[src/rtl/stopwatch_pkg.sv]
// Shared constants for the MM:SS stopwatch mode controller: state encoding
// and default prescaler / long-push lengths.
package stopwatch_pkg;

    localparam int TICK_DIV_DEF    = 100;
    localparam int LONG_CYCLES_DEF = 100;
    localparam int CNT_W_DEF       = 7;

    typedef enum logic [2:0] {
        ST_IDLE     = 3'd0,
        ST_RUN      = 3'd1,
        ST_STOP     = 3'd2,
        ST_LAP      = 3'd3,
        ST_LAP_STOP = 3'd4
    } state_e;

    function automatic logic is_running(input state_e s);
        return (s == ST_RUN) || (s == ST_LAP);
    endfunction

    function automatic logic is_lap(input state_e s);
        return (s == ST_LAP) || (s == ST_LAP_STOP);
    endfunction

endpackage

[src/rtl/stopwatch_ctrl_sat_counter.sv]
// Saturating hold counter: clears while level is low, counts while high and
// pulses `reached` on the single cycle it steps MAX-1 -> MAX.
module sat_counter #(
    parameter int MAX = 100,
    parameter int W   = 7
) (
    input  logic clk,
    input  logic rst_n,
    input  logic level,
    output logic reached
);

    logic [W-1:0] count;

    assign reached = level && (count == W'(MAX - 1));

    always_ff @(posedge clk or negedge rst_n) begin
        if (!rst_n)
            count <= '0;
        else if (!level)
            count <= '0;
        else if (count != W'(MAX))
            count <= count + 1'b1;
    end

endmodule

[src/rtl/stopwatch_ctrl.sv]
// Stopwatch mode controller: button-driven FSM, seconds prescaler and
// long-push clear, producing registered counter/lap-register controls.
module stopwatch_ctrl
    import stopwatch_pkg::*;
#(
    parameter int TICK_DIV    = TICK_DIV_DEF,
    parameter int LONG_CYCLES = LONG_CYCLES_DEF,
    parameter int CNT_W       = CNT_W_DEF
) (
    input  logic       clk,
    input  logic       rst_n,
    input  logic       start_pulse,
    input  logic       lap_pulse,
    input  logic       lap_level,
    output logic       cnt_inc,
    output logic       cnt_clr,
    output logic       lap_hold,
    output logic       running,
    output logic [2:0] state
);

    state_e           state_q, state_d;
    logic [CNT_W-1:0] pre_q;
    logic             long_push;
    logic             do_clr;
    logic             run_d;
    logic             wrap;

    sat_counter #(
        .MAX (LONG_CYCLES),
        .W   (CNT_W)
    ) u_hold (
        .clk     (clk),
        .rst_n   (rst_n),
        .level   (lap_level),
        .reached (long_push)
    );

    always_comb begin
        state_d = state_q;
        do_clr  = 1'b0;
        unique case (state_q)
            ST_IDLE:     if (start_pulse) state_d = ST_RUN;
            ST_RUN:      if (start_pulse) state_d = ST_STOP;
                         else if (lap_pulse) state_d = ST_LAP;
            ST_STOP:     if (start_pulse) state_d = ST_RUN;
            ST_LAP:      if (start_pulse) state_d = ST_LAP_STOP;
                         else if (lap_pulse) state_d = ST_RUN;
            ST_LAP_STOP: if (start_pulse) state_d = ST_LAP;
                         else if (lap_pulse) state_d = ST_STOP;
            default:     state_d = ST_IDLE;
        endcase
        // A long push only clears when not counting; it beats any coincident start.
        if (long_push && !is_running(state_q)) begin
            do_clr  = 1'b1;
            state_d = ST_IDLE;
        end
    end

    // Prescaler advances on edges that land in a running state, so the
    // first strobe shows TICK_DIV cycles after the start press.
    assign run_d = is_running(state_d);
    assign wrap  = run_d && (pre_q == CNT_W'(TICK_DIV - 1));

    always_ff @(posedge clk or negedge rst_n) begin
        if (!rst_n) begin
            state_q <= ST_IDLE;
            pre_q   <= '0;
            cnt_inc <= 1'b0;
            cnt_clr <= 1'b0;
        end else begin
            state_q <= state_d;
            cnt_inc <= wrap;
            cnt_clr <= do_clr;
            if (do_clr)
                pre_q <= '0;
            else if (run_d)
                pre_q <= wrap ? '0 : pre_q + 1'b1;
        end
    end

    assign running  = is_running(state_q);
    assign lap_hold = is_lap(state_q);
    assign state    = state_q;

endmodule
[config.mk]
export PLATFORM = sky130hd
export DESIGN_NAME = stopwatch_ctrl
export DESIGN_NICKNAME = d
export VERILOG_FILES = /design/src/rtl/stopwatch_pkg.sv /design/src/rtl/stopwatch_ctrl_sat_counter.sv /design/src/rtl/stopwatch_ctrl.sv
export SDC_FILE = /design/constraint.sdc
export NUM_CORES = 1
export LEC_CHECK = 0
export BUFFER_PORTS_ARGS = -buffer_cell sky130_fd_sc_hd__buf_2
export CAP_MARGIN = 20
export CORE_ASPECT_RATIO = 0.8
export CORE_MARGIN = 5
export CORE_UTILIZATION = 50
export CTS_BUF_LIST = sky130_fd_sc_hd__clkbuf_16
export CTS_CLUSTER_SIZE = 20
export DETAILED_ROUTE_END_ITERATION = 12
export PLACE_DENSITY = 0.74
export SLEW_MARGIN = 20
export SYNTH_ARGS = -nofsm -noshare
export SYNTH_HDL_FRONTEND = slang
export SYNTH_SLANG_ARGS = --single-unit
[constraint.sdc]
create_clock -name clk -period 1.6 [get_ports clk]
set_input_delay 0.24 -clock clk [delete_from_list [all_inputs] [get_ports clk]]
set_output_delay 0.24 -clock clk [all_outputs]
set_load 0.005 [all_outputs]
==> impl_metrics.py <==
metrics = {
    "yosys": {
        "netlist_top_cells_area": "dfrtp_1, nand3_1, o21ai_0",
        "synthArstFlopShare_pct": 100,
        "yosysTopAreaCell": "dfrtp_1",
        "synthFlopType": "dfrtp_1",
        "synth_cell_types": 39,
        "syn-num-nets": 111,
        "synth_area_sq_um": 996,
        "syn_inst": 103,
        "yosys_warnings": 0,
        "yosys.cell_count.top_type": "dfrtp_1",
        "yosys.area.top_type_share_pct": 47.7,
        "synth_edf_count": 0,
        "syn_area_per_cell_sq_um": 9.67,
        "seq_area_frac_synth_pct": 47.7,
        "ys_seq_elements": 19,
        "ys_top_cells_by_count": "dfrtp_1, nand3_1, nand2_1, o21ai_0",
    },
    "hold_path": {
        "hp-start": "lap_level",
        "hold_end": "u_hold.count[2]",
        "hold_path.class": "input pin to flop",
        "min_path_cells": 3,
    },
    "place": {
        "place.gp.congestion": 0.839,
        "dpl.hpwl_mm": 1.45,
        "numPortBuffers": 11,
        "post-place-cells": 141,
        "place_ws_ns": 0.00515,
    },
    "setup_path": {
        "slowest_stage": "dfrtp_1",
        "cp_cell_sequence": "buf_4 > and2b_2 > nand2_1 > o21ai_0 > buf_2",
        "cp_max_fo": 5,
        "ff2ff_setup_slack_ns": 0.08,
        "crit_path_max_incr_delay_ns": 0.40,
        "critPathBufInv": 2,
        "worstReg2RegEnd": "pre_q[5]",
        "cp-end-kind": "output port",
        "crit_family": "flip-flops",
        "critPathArrivalTime_ns": 1.32,
        "r2r_start": "state[2]",
        "crit_path_start_kind": "flop",
        "rr_worst_depth": 4,
        "crit_type": "flop to output port",
        "critPathRequiredTime_ns": 1.36,
    },
    "pwr": {
        "irDropWorstVdd_v": 0.00101,
        "p_leak_uw": 0.000546,
        "powerDensity_nw_per_um2": 1390,
        "p_total_uw": 1690,
    },
    "global_route": {
        "grt_pass1_vias": 809,
        "grt_pass1_wl_mm": 3.59,
        "grt_overflow": 0,
        "grt_max_degree": 20,
        "antenna_found_initial": 0,
        "grt.total_usage_pct": 16.0,
    },
    "detailed_routing": {
        "ant_nets": 0,
        "drt-total-wl_mm": 2.05,
        "drc_errors": 0,
        "avgViaCountPerCell": 5.73,
        "num_vias": 837,
        "wire_per_inst_microns": 14.0,
        "first_pass_iters": 4,
        "drt-initial-drc-count": 11,
    },
    "timing": {
        "fin_crit_sh_pct": 97.7,
        "tightest_slew_ns": 0.429,
        "finalClockSkew_ns": 0.00223,
        "fin_crit_ns": 1.56,
        "finalHoldViolCount": 0,
        "finalSetupViolCount": 0,
        "rsz0062_at_grt": "true",
        "fin_setup_tns_ns": 0,
        "slew_headroom_pct": 71.4,
        "fmax_ghz": 0.640,
        "worst_slack_ns": 0.0368,
        "slew_viol_final": 0,
    },
    "clock_tree": {
        "cts_tree": "done",
        "numCtsBuffers": 3,
        "clockRootBuffer": "clkbuf_16",
        "cts_setup_buffers": 0,
        "cts.reportedPaths.clkPinSlew_ns": 0.05,
        "clk_path_buf_depth": 2,
        "clock_latency_ns": 0.25,
        "numClockSinks": 19,
        "cts-htree-levels": 1,
    },
    "cells_and_area": {
        "antenna_cells": 0,
        "area_growth_pct": 22.0,
        "stdcell_count": 146,
        "layout-drive-gt1-share_pct": 24.6,
        "fin_util_pct": 64.2,
        "final_nets": 131,
    },
    "floorplan": {
        "dieWidth_microns": 59.9,
        "chipHeight_microns": 49.9,
        "core_area_sq_um": 1890,
        "io_pins": 12,
        "start_util_pct": 52.6,
        "die_area_sq_um": 2990,
        "std_cell_rows": 14,
    },
    "run": {
        "cap_violations": 0,
    },
    "run_status": {
        "status": "finished, final reports clean",
    },
}
==> logic make-up (layout without fill, tap and decap cells) <==
group / Yosys count / in the layout / share of synthesized area (%)
simple gates: 44 / 44 / 25.8
compound gates: 28 / 28 / 17.5
flops: 19 / 19 / 47.7
buf+inv: 7 / 26 / 3.52
fa+ha+maj: 3 / 3 / 3.77
xor+xnor: 2 / 2 / 1.76
==> worst register-to-register path: stages (launching register included) <==
cell and delay (ns):
dfrtp_1 0.40, nor2_1 0.19, a22oi_2 0.16, or3_1 0.41, a221oi_2 0.27
==> report_power, final <==
| group | total (uW) | internal [uW] | switching, uW | leakage (uW) |
|---|---|---|---|---|
| Clock | 504 | 334 | 170 | 0.0000409 |
| Combinational | 486 | 231 | 255 | 0.000259 |
| Sequential | 703 | 585 | 119 | 0.000246 |
| Total | 1690 | 1150 | 543 | 0.000546 |
==> registers in the layout, indices dropped and copies added (netlist names) <==
signal	cells
cnt_clr	1
cnt_inc	1
pre_q	7
state	3
u_hold.count	7
==> metal layers <==
metal	GRT usage (%)	wire [microns]	vias up
met1	21.3	1000	394
met4	4.43	24	0
li1	-	-	418
met3	4.70	110	4
met5	0	0	-
met2	24.8	909	21
==> timing repair <==
item / in CTS / in global routing
endpoints found under the hold margin: 19 / 0
hold buffers: 1 / 0
endpoints found under the setup margin: 1 / 3
gates resized for setup: 1 / 4
==> cell usage in the layout, fill, tap and decap left out, drive strengths merged, types with 2 or more instances in the layout <==
cell	count
dfrtp	19
nor2	6
and2	2
nand2	9
nand3	10
o21ai	9
inv	4
ha	3
a21boi	2
clkbuf	3
a31oi	2
buf	17
a21oi	7
nor4b	2
or3	3
nor3	2
==> per-stage QoR <==
stage	instance area, sq um	hold slack [ns]
floorplan	996	-0.0556
global placement	1110	0.200
detailed placement	1110	0.205
CTS	1200	0.298
global route	1210	0.313
finish	1210	0.298
==> area by class of cell <==
cell class / instances / area (sq um)
Fill cell: 166 / 677
Multi-Input combinational cell: 77 / 503
Sequential cell: 19 / 477
Timing Repair Buffer: 18 / 110
Clock buffer: 3 / 75.1
Tap cell: 24 / 30.0
Inverter: 4 / 15.0
Clock inverter: 1 / 5.00
==> worst max-delay path by stage <==
stage                        start        to  slack, ns  cells after the start
after floorplan           state[2]  pre_q[4]       0.07                      5
after global placement    state[0]  pre_q[5]       0.13                      4
after detailed placement  state[0]  pre_q[5]      0.005                      4
after CTS                 state[2]  lap_hold      0.006                      5
after global routing      state[2]  pre_q[5]      -0.02                      4
final                     state[2]  lap_hold       0.04                      5
No activity file was read; power rests on OpenSTA's default activity.
